`config.mk`:
```
export PLATFORM = sky130hd
export DESIGN_NAME = gol_pattern_loader
export DESIGN_NICKNAME = d
export VERILOG_FILES = /design/src/rtl/gol_pattern_loader.sv
export SDC_FILE = /design/constraint.sdc
export NUM_CORES = 1
export LEC_CHECK = 0
export BUFFER_PORTS_ARGS = -buffer_cell sky130_fd_sc_hd__buf_2
export CAP_MARGIN = 20
export CORE_ASPECT_RATIO = 1.75
export CORE_MARGIN = 1.5
export CORE_UTILIZATION = 30
export CTS_CLUSTER_SIZE = 30
export DETAILED_ROUTE_END_ITERATION = 16
export PLACE_DENSITY = 0.6
export SLEW_MARGIN = 10
export SYNTH_ARGS = -nofsm -noshare
export SYNTH_HDL_FRONTEND = slang
export SYNTH_SLANG_ARGS = --single-unit
```
`constraint.sdc`:
```
create_clock -name clk -period 4.75 [get_ports clk]
set_input_delay 0.7125 -clock clk [delete_from_list [all_inputs] [get_ports clk]]
set_output_delay 0.7125 -clock clk [all_outputs]
set_load 0.01 [all_outputs]
```
`src/rtl/gol_pattern_loader.sv`:
```
`default_nettype none
// +----------------------------------------------------------------------------+
// | gol_pattern_loader: serial seed stream -> flat initialState + initialize  |
// | Rev 1.0 - initial release                                                  |
// +----------------------------------------------------------------------------+
module gol_pattern_loader #(
  parameter int ROWS = 8,
  parameter int COLS = 8,
  localparam int N    = ROWS * COLS,
  localparam int IDXW = (N > 1) ? $clog2(N) : 1
) (
  input  logic            clk,
  input  logic            reset,
  input  logic            start,
  input  logic            abort,
  input  logic            bit_in,
  input  logic            bit_valid,
  output logic            bit_ready,
  output logic [N-1:0]    initialState,
  output logic            initialize,
  output logic            busy,
  output logic            done,
  output logic [IDXW-1:0] load_idx
);

  localparam logic [1:0] S_IDLE   = 2'd0;
  localparam logic [1:0] S_LOAD   = 2'd1;
  localparam logic [1:0] S_COMMIT = 2'd2;

  localparam logic [IDXW-1:0] LAST_IDX = IDXW'(N - 1);

  logic [1:0]      state_q, state_d;
  logic [IDXW-1:0] idx_q, idx_d;
  logic [N-1:0]    vec_q, vec_d;
  logic            init_q, init_d;
  logic            busy_q, busy_d;
  logic            done_q, done_d;
  logic            xfer;

  assign bit_ready = (state_q == S_LOAD);
  // abort wins over a same-cycle handshake, so that bit is never written
  assign xfer      = bit_ready && bit_valid && !abort;

  always_ff @(posedge clk or posedge reset) begin
    if (reset) begin
      state_q <= S_IDLE;
      idx_q   <= '0;
      vec_q   <= '0;
      init_q  <= 1'b0;
      busy_q  <= 1'b0;
      done_q  <= 1'b0;
    end else begin
      state_q <= state_d;
      idx_q   <= idx_d;
      vec_q   <= vec_d;
      init_q  <= init_d;
      busy_q  <= busy_d;
      done_q  <= done_d;
    end
  end

  always_comb begin
    state_d = state_q;
    case (state_q)
      S_IDLE: begin
        if (start) state_d = S_LOAD;
      end
      S_LOAD: begin
        if (abort)                    state_d = S_IDLE;
        else if (xfer && idx_q == LAST_IDX) state_d = S_COMMIT;
      end
      S_COMMIT: state_d = S_IDLE;
      default:  state_d = S_IDLE;
    endcase
  end

  // Registered outputs are derived from the next state so they line up with it
  always_comb begin
    idx_d  = idx_q;
    vec_d  = vec_q;
    init_d = (state_d != S_IDLE);
    busy_d = (state_d != S_IDLE);
    done_d = (state_q == S_COMMIT);
    if (state_q == S_IDLE && start) begin
      idx_d = '0;
    end
    if (xfer) begin
      vec_d[idx_q] = bit_in;
      idx_d        = (idx_q == LAST_IDX) ? '0 : idx_q + IDXW'(1);
    end
  end

  assign initialState = vec_q;
  assign initialize   = init_q;
  assign busy         = busy_q;
  assign done         = done_q;
  assign load_idx     = idx_q;

endmodule
`default_nettype wire

```
==> reports/qor.json <==
{
  "ir_worst_vdd": {"value": 0.219, "unit": "mV"},
  "cts.path.max_buffers": {"value": 2},
  "seq_area_frac_synth": {"value": 0.548},
  "switching_share": {"value": 0.230},
  "crit_path_max_incr_delay": {"value": 1.01, "unit": "ns"},
  "area.growth.synth_to_final": {"value": 23.8, "unit": "%"},
  "post-route-period-util": {"value": 0.464},
  "r2r_slack": {"value": 2.61, "unit": "ns"},
  "cp-startpoint": {"value": "abort"},
  "max_slew_violation_count": {"value": 0},
  "grt_first_pass_wirelength": {"value": 13.6, "unit": "mm"},
  "drt_wl_total": {"value": 8.30, "unit": "mm"},
  "postSynthAreaPerCell": {"value": 11.1, "unit": "µm²"},
  "final.min_clock_period": {"value": 2.20, "unit": "ns"},
  "timing.critical_path.slowest_stage_cell": {"value": "sky130_fd_sc_hd__nor3_1"},
  "synth-warning-count": {"value": 0},
  "status": {"value": "completed"},
  "reg2reg_from": {"value": "state_q[1]"},
  "floorplan.die.width": {"value": 83.2, "unit": "µm"},
  "worst-path-stages": {"value": 5},
  "finalHoldViolCount": {"value": 0},
  "start_kind": {"value": "input pin"},
  "cts_repair_resize_count": {"value": 0},
  "dp_hpwl": {"value": 5.86, "unit": "mm"},
  "synth_enable_flop_cells": {"value": 0},
  "gr-total-overflow": {"value": 0},
  "cts_clk_pin_slew_worst_paths": {"value": 0.06, "unit": "ns"},
  "die_area": {"value": 11900, "unit": "µm²"},
  "hold_path.class": {"value": "in -> async"},
  "chipHeight": {"value": 143, "unit": "µm"},
  "placed_area": {"value": 3840, "unit": "µm²"},
  "fin_area": {"value": 4180, "unit": "µm²"},
  "global_route.usage.total": {"value": 0.146},
  "cts_buffers": {"value": 9},
  "tritoncts": {"value": "done"},
  "multi_input_combinational_cell_area": {"value": 1420, "unit": "µm²"},
  "power_report.internal_total": {"value": 1.15, "unit": "mW"},
  "timing.max_cap.violations": {"value": 0},
  "floorplan.io_pins": {"value": 80},
  "total_drc_errors_in_the_routed_layout": {"value": 0},
  "worst_slew_pin_slew": {"value": 1.17, "unit": "ns"},
  "post_cts.repair.setup_buffers": {"value": 0},
  "initial_core_util": {"value": 0.306},
  "layout-drive-gt1-share": {"value": 0.407},
  "fin_nets": {"value": 380},
  "finalHoldWorstSlack": {"value": 0.394, "unit": "ns"},
  "ys_async_sr_fraction": {"value": 1.00},
  "post_cts_hold_buffer_count": {"value": 0},
  "floorplan.rows": {"value": 51},
  "grt_setup_unrepaired": {"value": "false"},
  "pwr_density_cell": {"value": 358, "unit": "nW/µm²"},
  "netlist-cell-type-count": {"value": 39},
  "setup.worst_path.end_class": {"value": "flip-flop"},
  "pwr-share-comb": {"value": 0.066},
  "setup_failing_eps_final": {"value": 0},
  "drtIter0Drc": {"value": 140},
  "vias": {"value": 2477},
  "number_of_antenna_violations_at_the_first_check_in_global_routing": {"value": 0},
  "cell_chain_of_the_critical_path": {"value": "buf_2 > nand4bb_4 > nor3_1 > nand3_1 > nand2_1"},
  "wl_per_cell": {"value": 16.3, "unit": "µm"},
  "power_leakage": {"value": 2.23, "unit": "nW"},
  "ff2ff_path_depth": {"value": 4},
  "synth.net_count": {"value": 310},
  "cts_num_sinks": {"value": 74},
  "weighted_congestion_at_the_end_of_routability_driven_global_placement": {"value": 0.729},
  "dr.pass1.iters": {"value": 4},
  "first_global_vias": {"value": 2561},
  "worst-setup-path-type": {"value": "in -> reg"},
  "fin_skew": {"value": 0.00784, "unit": "ns"},
  "insertion_delay": {"value": 0.33, "unit": "ns"},
  "cts-htree-levels": {"value": 3},
  "pin_count_of_the_biggest_net_entering_global_routing": {"value": 65},
  "final-seq-area": {"value": 1850, "unit": "µm²"},
  "portBuffers": {"value": 79},
  "layout.filler_cells": {"value": 1096},
  "worstPathArrival": {"value": 2.47, "unit": "ns"},
  "root_buffer_cell": {"value": "sky130_fd_sc_hd__clkbuf_16"},
  "total_power": {"value": 1.50, "unit": "mW"},
  "setup-tns-final": {"value": 0, "unit": "ns"},
  "slew_headroom": {"value": 0.211},
  "antenna_left": {"value": 0},
  "detail_route.vias_per_cell": {"value": 4.86},
  "worst_ep_required_time": {"value": 5.02, "unit": "ns"},
  "synth.ff_latch_count": {"value": 74},
  "power.clock.fraction": {"value": 0.485},
  "antenna-diode-count": {"value": 0},
  "cp_num_buf_inv": {"value": 1},
  "worstPathMaxFanout": {"value": 12},
  "core_area": {"value": 11000, "unit": "µm²"},
  "max_clock_freq": {"value": 454, "unit": "MHz"},
  "synth_cells": {"value": 303},
  "seq_power_share": {"value": 0.449},
  "critPathTopFamily": {"value": "simple AND/OR/NAND/NOR gates"},
  "syn-cell-area": {"value": 3380, "unit": "µm²"},
  "ys.flop_type": {"value": "sky130_fd_sc_hd__dfrtp_1"},
  "switching_power": {"value": 0.344, "unit": "mW"}
}
[cells in the mapped netlist (all sizes together), types with 2 or more instances]
| library cell | number | area [µm²] |
|---|---|---|
| nor3 | 2 | 10.0 |
| nor3b | 2 | 15.0 |
| o21ai | 19 | 95.1 |
| or3 | 2 | 12.5 |
| nor4 | 2 | 27.5 |
| nor4b | 2 | 47.6 |
| nor2 | 29 | 109 |
| nand3b | 2 | 15.0 |
| and3b | 2 | 17.5 |
| o21a | 2 | 15.0 |
| nand4b | 2 | 30.0 |
| dfrtp | 74 | 1850 |
| or3b | 2 | 17.5 |
| mux2 | 49 | 552 |
| nand3 | 21 | 105 |
| or2 | 2 | 12.5 |
| buf | 9 | 53.8 |
| clkbuf | 13 | 48.8 |
| a21oi | 3 | 15.0 |
| and3 | 3 | 18.8 |
| nand2 | 47 | 176 |
[cells in the final DEF (no fill, tap or decap), types with 2 or more instances in the layout]
cell,count
sky130_fd_sc_hd__or2_2,2
sky130_fd_sc_hd__nand2_1,47
sky130_fd_sc_hd__or3b_2,2
sky130_fd_sc_hd__nor3_1,2
sky130_fd_sc_hd__buf_2,79
sky130_fd_sc_hd__o21a_1,2
sky130_fd_sc_hd__dfrtp_1,74
sky130_fd_sc_hd__nor4b_4,2
sky130_fd_sc_hd__bufinv_16,2
sky130_fd_sc_hd__or3_1,2
sky130_fd_sc_hd__nand3b_1,2
sky130_fd_sc_hd__nor2_1,29
sky130_fd_sc_hd__clkbuf_16,9
sky130_fd_sc_hd__and3_1,3
sky130_fd_sc_hd__and3b_1,2
sky130_fd_sc_hd__nor3b_1,2
sky130_fd_sc_hd__a21oi_1,3
sky130_fd_sc_hd__nand4b_2,2
sky130_fd_sc_hd__nand3_1,21
sky130_fd_sc_hd__mux2_2,46
sky130_fd_sc_hd__o21ai_0,19
sky130_fd_sc_hd__mux2_1,3
[worst paths after layout]
| path | to |
|---|---|
| max in group asynchronous | initialState[54] |
| max reg2reg | initialState[27] |
| min in group clk | initialState[17] |
| max | initialState[27] |
| min | initialState[0] |
| min reg2reg | initialState[17] |
[power groups by stage]
stage | registers [mW] | clock network (mW) | logic [mW]
final | 0.672 | 0.725 | 0.0990
after detailed placement | 0.683 | 0 | 0.0985
after CTS | 0.672 | 0.740 | 0.0992
after global routing | 0.676 | 0.768 | 0.110
after floorplan | 0.680 | 0 | 0.0679
after global placement | 0.683 | 0 | 0.0952
[through the flow]
| stage | setup slack (ns) | util | std cells |
|---|---|---|---|
| after detailed placement | 2.31 | 0.348 | 493 |
| after floorplan | 2.16 | - | 303 |
| after global placement | 2.36 | 0.348 | 493 |
| after global routing | 2.47 | 0.379 | 510 |
| final | 2.55 | 0.379 | 510 |
| after CTS | 2.66 | 0.377 | 509 |
[sequential cells by signal, indices dropped and copies added (netlist names)]
signal,cells
load_idx,6
busy,1
initialState,64
done,1
state_q,2
[worst reg2reg max path, delay by kind of cell, from the launching register on]
family,cells,cell delay (ns)
AND/OR/NAND/NOR,4,1.64
flip-flops,1,0.44
[cell type report]
cell class              instances  share of cell area
flip-flops and latches         74               0.443
multi-input cells             206               0.339
repair buffers                 81               0.101
clock buffers                  10              0.0548
well taps                     132              0.0395
clock inverters                 6              0.0215
inverters                       1            0.000898
[layer usage]
layer / part of all wire / global-route usage / vias up
met5: 0 / 0 / -
li1: - / - / 1171
met4: 0.019 / 0.0719 / 0
met1: 0.41 / 0.168 / 1225
met3: 0.041 / 0.0327 / 9
met2: 0.53 / 0.256 / 72
[logic make-up after synthesis]
family | Yosys count | share of synthesized area
and+or+nand+nor | 127 | 0.204
DFF | 74 | 0.548
muxes | 50 | 0.166
AOI/OAI and AO/OA | 27 | 0.0437
buffers and inverters | 23 | 0.0315
xor gates and xnor gates | 1 | 0.00259
adders and majority gates | 1 | 0.00370
No activity file was read; power rests on OpenSTA's default activity.
